### config.mk
export PLATFORM = sky130hd
export DESIGN_NAME = branch_predictor
export DESIGN_NICKNAME = d
export VERILOG_FILES = /design/src/rtl/branch_predictor.sv
export SDC_FILE = /design/constraint.sdc
export NUM_CORES = 1
export LEC_CHECK = 0
export BUFFER_PORTS_ARGS = -buffer_cell sky130_fd_sc_hd__buf_4
export CORE_ASPECT_RATIO = 1.2
export CORE_MARGIN = 4
export CORE_UTILIZATION = 35
export DETAILED_ROUTE_END_ITERATION = 10
export HOLD_SLACK_MARGIN = 0.06
export PLACE_DENSITY = 0.58
export SLEW_MARGIN = 10
export SYNTH_ARGS = -nofsm -noshare
export SYNTH_HDL_FRONTEND = slang
export SYNTH_HIERARCHICAL = 1
export SYNTH_SLANG_ARGS = --single-unit
### constraint.sdc
create_clock -name clk_in -period 5.39 [get_ports clk_in]
set_input_delay 0 -clock clk_in [delete_from_list [all_inputs] [get_ports clk_in]]
set_output_delay 0 -clock clk_in [all_outputs]
set_load 0.1 [all_outputs]
### src/rtl/branch_predictor.sv
// Dynamic conditional-branch predictor: 2-bit saturating counter table indexed by PC,
// plus an in-order FIFO of in-flight predictions whose head feeds the branch resolver.

module bp_counter (
  input  logic clk,
  input  logic rst,
  input  logic inc,
  input  logic dec,
  output logic taken
);
  typedef enum logic [1:0] {SNT = 2'b00, WNT = 2'b01, WT = 2'b10, ST = 2'b11} state_t;
  state_t state;

  always_ff @(posedge clk) begin
    if (rst) state <= WNT;
    else if (inc) begin
      case (state)
        SNT:     state <= WNT;
        WNT:     state <= WT;
        default: state <= ST;
      endcase
    end else if (dec) begin
      case (state)
        ST:      state <= WT;
        WT:      state <= WNT;
        default: state <= SNT;
      endcase
    end
  end

  assign taken = state[1];
endmodule

module branch_predictor #(
  parameter int DATA_WIDTH = 32,
  parameter int INDEX_BITS = 6,
  parameter int FIFO_DEPTH = 4
) (
  input  logic                  clk_in,
  input  logic                  rst_in,
  input  logic                  lookup_valid_in,
  input  logic [DATA_WIDTH-1:0] lookup_pc_in,
  input  logic [DATA_WIDTH-1:0] lookup_imm_in,
  output logic                  lookup_ready_out,
  output logic                  pred_taken_out,
  output logic [DATA_WIDTH-1:0] pred_target_out,
  output logic                  pred_valid_out,
  output logic                  pred_out,
  input  logic                  update_enable_in,
  input  logic                  update_taken_in,
  input  logic                  flush_in,
  output logic                  err_out
);
  localparam int ENTRIES = 1 << INDEX_BITS;
  localparam int PTR_W   = $clog2(FIFO_DEPTH);

  typedef struct packed {
    logic [INDEX_BITS-1:0] idx;
    logic                  pred;
  } entry_t;

  entry_t                fifo_q [FIFO_DEPTH];
  entry_t                head;
  logic [PTR_W-1:0]      rd_ptr, wr_ptr;
  logic [PTR_W:0]        count;
  logic [ENTRIES-1:0]    ctr_taken, upd_hit;
  logic [INDEX_BITS-1:0] lk_idx;
  logic                  push, pop, empty;

  assign lk_idx           = lookup_pc_in[INDEX_BITS+1:2];
  assign empty            = (count == '0);
  assign lookup_ready_out = (count != (PTR_W+1)'(FIFO_DEPTH));
  assign pred_taken_out   = ctr_taken[lk_idx];
  assign pred_target_out  = lookup_pc_in + (pred_taken_out ? lookup_imm_in : DATA_WIDTH'(4));

  // A lookup in a flush cycle is on the wrong path and must not enter the FIFO.
  assign push = lookup_valid_in & lookup_ready_out & ~flush_in;
  assign pop  = update_enable_in & ~empty;

  assign head           = fifo_q[rd_ptr];
  assign pred_valid_out = ~empty;
  assign pred_out       = ~empty & head.pred;
  assign upd_hit        = pop ? (ENTRIES'(1) << head.idx) : '0;

  for (genvar i = 0; i < ENTRIES; i++) begin : g_ctr
    bp_counter u_ctr (
      .clk   (clk_in),
      .rst   (rst_in),
      .inc   (upd_hit[i] & update_taken_in),
      .dec   (upd_hit[i] & ~update_taken_in),
      .taken (ctr_taken[i])
    );
  end

  always_ff @(posedge clk_in) begin
    if (rst_in) begin
      rd_ptr  <= '0;
      wr_ptr  <= '0;
      count   <= '0;
      err_out <= 1'b0;
    end else begin
      if (update_enable_in && empty) err_out <= 1'b1;
      if (flush_in) begin
        rd_ptr <= '0;
        wr_ptr <= '0;
        count  <= '0;
      end else begin
        if (push) wr_ptr <= wr_ptr + PTR_W'(1);
        if (pop)  rd_ptr <= rd_ptr + PTR_W'(1);
        case ({push, pop})
          2'b10:   count <= count + (PTR_W+1)'(1);
          2'b01:   count <= count - (PTR_W+1)'(1);
          default: ;
        endcase
      end
    end
  end

  // Storage needs no reset: entries are only observed while counted as valid.
  always_ff @(posedge clk_in) begin
    if (push) fifo_q[wr_ptr] <= '{idx: lk_idx, pred: pred_taken_out};
  end
endmodule

==> metrics.md <==
| Metric | Value |
|---|---|
| Outcome | `finished clean` |
| Nets@finish | `roughly 1.5k` |
| Post-DR wirelength/cell | `around 17 um` |
| Seq cells post-synth | `about 170` |
| XOR/XNOR share of the synthesized area | `2.25%` |
| Mux contribution to synthesized area | `about 6%` |
| All-Layer GR Usage | `between 10% and 20%` |
| Vias in the first global route | `9425` |
| # fillers | `slightly below 3k` |
| Top Ports | `around 110` |
| Post-synthesis compound-gate area fraction | `about 29%` |
| Syn_area_per_cell | `8.50 um2` |
| Largest family of logic cells by synthesized area | `compound AO/OA/AOI/OAI gates` |
| Final setup viols | `0` |
| Total CTS buffers | `17` |
| Final Hold Fails | `0` |
| CP required | `between 5 and 6 ns` |
| Critical path class | `reg -> out` |
| Worst VDD drop | `approximately 0.22 mV` |
| Clk_lat worst skew | `between 0.4 and 0.5 ns` |
| Final Cell Area | `about 13000 um2` |
| Dpl hpwl | `21300 um` |
| Setup crit end | `pred_target_out[28]` |
| Max-Cap Viols | `0` |
| First-pass GRT wire length | `between 40000 and 50000 um` |
| Synth warnings | `6` |
| Worst Path Arrival | `slightly above 5 ns` |
| Number of synthesized flops with an enable pin | `28` |
| Largest net degree at the start of global routing | `59` |
| Initial DRC count | `around 500` |
| Post-route ant nets | `0` |
| Height of the die | `around 200 um` |
| Post-synth top area share | `between 20% and 30%` |
| Rel. slew slack | `between 40 and 50%` |
| Netlist cell types | `between 40 and 50` |
| Hold Crit Start | `rst_in` |
| Hold Path Cell Cnt | `2` |
| Slew Viols, Final | `0` |
| H-tree Lvls | `4` |
| Cell Area, Synth | `roughly 11000 um2` |
| RSZ-0062 raised after global routing | `no` |
| Clock Sink Count | `approximately 170` |
| Crit start category | `register` |
| R2R cell count | `6` |
| Die W | `roughly 170 um` |
| Grt total ovfl | `0` |
| Hold/Removal Path Class | `in -> reg` |
| Via count | `around 9.5k` |
| Post-Synth Simple-Gate Area | `16.9%` |
| Remaining routing DRC violations | `0` |
| Net Count, Synth | `1347` |
| Worst-path clk slew | `approximately 0.080 ns` |
| Tcrit/Tclk final | `between 90% and 100%` |
| Vias/cell | `about 5.4` |
| Die area | `around 33000 um2` |
| Post-synth top flop | `dfxtp_1` |
| Post-DP Area | `roughly 12000 um2` |
| R2R setup slack | `roughly 2.2 ns` |
| Max FO, Critical Path | `37` |
| F_max | `slightly below 200 MHz` |
| Yosys top cell by area | `dfxtp_1` |
| Met1 Use GR | `a little over a fifth` |
| Share of flip-flops with an asynchronous set or reset | `0%` |
| CP Launch Point | `g_ctr[54].u_ctr/state[1]$_SDFFE_PP0P_` |
| Longest Clk Path Bufs | `2` |
| Synth area leaders | `dfxtp_1 (26%), edfxtp_1 (8.0%), a211oi_2 (7.6%), a21oi_1 (7.6%), mux4_2 (5.8%)` |
| Met3 usage | `under 10%` |
| Clock skew | `about 0.015 ns` |
| Drt total wl | `approximately 29000 um` |
| Clk root buf | `clkbuf_16` |
| Seq/Total Area, Yosys | `~34%` |
| Core area | `slightly below 30000 um2` |
| Initial antenna violation count | `0` |
| Synth Area in Adders | `between 4 and 5%` |
| Routability cong. | `~0.84` |
| Leak pwr | `4.62 nW` |
| TritonCTS clock tree | `done` |
| Least-Margin Pin Slew | `between 0.8 and 0.9 ns` |
| Layout cells sized above 1 | `between 10% and 20%` |
| Power Total | `around 2.9 mW` |
| Gate Count Post-Synth | `1239` |
| TritonRoute pass-1 iters | `7` |
| Antenna cells | `0` |
| Minimum clock period | `approximately 5.1 ns` |
| Total negative slack | `0 ns` |
| GR Layer Usage met2 | `around 30%` |
| Busiest grt layer | `met2` |
| Area growth, synth to finish | `18.8%` |
| Reg2reg end | `g_ctr[30].u_ctr/state[1]$_SDFFE_PP0P_` |
| # port buffers | `roughly 110` |
| Rows | `a little under 70` |
| Initial core utilization | `a little over a third` |
| CP endpoint kind | `output pin` |
| P per Cell Area | `235 nW/um2` |
-- how the worst min path moves through the flow --
| stage | end | slack, ns |
|---|---|---|
| 4_1_cts | g_ctr[47].u_ctr/state[1]$_SDFFE_PP0P_ | 0.07 |
| 6_report | g_ctr[7].u_ctr/state[1]$_SDFFE_PP0P_ | 0.07 |
| 5_1_grt | g_ctr[37].u_ctr/state[1]$_SDFFE_PP0P_ | 0.08 |
| 3_5_place_dp | err_out$_SDFFE_PP0P_ | 0.26 |
| 2_1_floorplan | g_ctr[0].u_ctr/state[1]$_SDFFE_PP0P_ | 0.06 |
| 3_3_place_gp | err_out$_SDFFE_PP0P_ | 0.25 |
-- final cells by class --
class                   instances  area [um2]  share of cell area (%)
well taps                     390         488                    3.90
repair buffers                120         928                    7.42
inverters                     154         578                    4.62
clock buffers                  17         425                    3.40
multi-input cells             889        6250                    50.0
clock inverters                15         229                    1.83
flip-flops and latches        166        3600                    28.8
-- stage by stage --
step	utilization, %	cells	hold WS (ns)	worst slack [ns]
finish	42.2	1751	0.0690	0.286
global route	42.2	1751	0.0838	0.0144
CTS	42.2	1751	0.0691	0.164
detailed placement	39.6	1708	0.261	0.516
global placement	39.6	1708	0.251	0.602
floorplan	-	1239	0.0646	0.0438
-- layout by cell type (no fill, tap or decap), types with 4 or more instances in the layout --
cell type,n
a21oi_1,158
inv_1,154
dfxtp_1,138
nor2_1,128
buf_4,109
o21ai_0,82
nor2b_1,70
o311ai_1,65
a211oi_2,64
nor3_1,41
and2_1,39
nand2_1,37
ha_1,33
edfxtp_1,28
mux4_2,27
clkbuf_16,17
xnor2_1,15
nand3_1,14
nand2b_1,13
a21o_1,12
xor2_1,11
dlygate4sd3_1,11
o211ai_1,10
clkinv_8,8
o21a_1,7
or3_1,6
or2_2,6
a211oi_1,4
a211o_1,4
and3_1,4
inv_12,4
-- repair_timing --
| action | in CTS | in global routing |
|---|---|---|
| resized for setup | 0 | 5 |
| endpoints found under the setup margin | 0 | 3 |
| endpoints found under the hold margin | 34 | 0 |
| hold buffers | 11 | 0 |
| buffers inserted | 0 | 0 |
-- state kept, by name, indices dropped and copies added (netlist names), named ones only --
| signal | flops |
|---|---|
| g_ctr.u_ctr/state | 128 |
| fifo_q | 28 |
| count | 3 |
| rd_ptr | 2 |
| wr_ptr | 2 |
| err_out | 1 |
-- per-layer routing --
metal	up-vias	share of wire [%]
met5	-	0
met4	0	2.4
met3	45	5.6
met2	254	47
met1	4501	45
li1	4707	-
-- kinds of logic after synthesis --
kind of cell,count (synthesis)
compound gates,431
xor+xnor,27
fa+ha+maj,38
buf+inv,184
flops,166
mux,31
simple gates,362
-- power breakdown --
| group | internal, mW | switching, mW |
|---|---|---|
| Clock | 0.654 | 0.651 |
| Combinational | 0.107 | 0.256 |
| Sequential | 1.26 | 0.00324 |
-- synthesized netlist by cell type (3+ instances only) --
library cell  count
a21oi_1         159
inv_1           154
dfxtp_1         138
nor2_1          128
o21ai_0          82
nor2b_1          70
a211oi_2         64
o311ai_1         64
nor3_1           41
and2_1           39
nand2_1          37
ha_1             36
edfxtp_1         28
mux4_2           27
clkbuf_1         24
xnor2_1          16
nand3_1          14
nand2b_1         13
a21o_1           12
xor2_1           11
o211ai_1         10
o21a_1            7
or2_2             6
or3_1             6
a211o_1           4
a211oi_1          4
and3_1            4
buf_2             4
mux2i_1           4
a2111oi_0         3
a31oi_1           3
nand4_1           3
o21bai_1          3
-- critical path: stages, from the launching register on --
cell       delay [ns]
dfxtp_1          0.34
mux4_2           0.48
mux4_2           0.48
mux2i_1          0.25
mux2i_2          0.11
buf_4            0.24
and2_1           0.20
ha_1             0.44
nand3_1          0.19
or3_1            0.37
a2111oi_1        0.30
o31ai_1          0.21
a211oi_1         0.42
o21ai_0          0.17
a21oi_2          0.13
buf_4            0.30
Power figures use the tool's default switching activity.
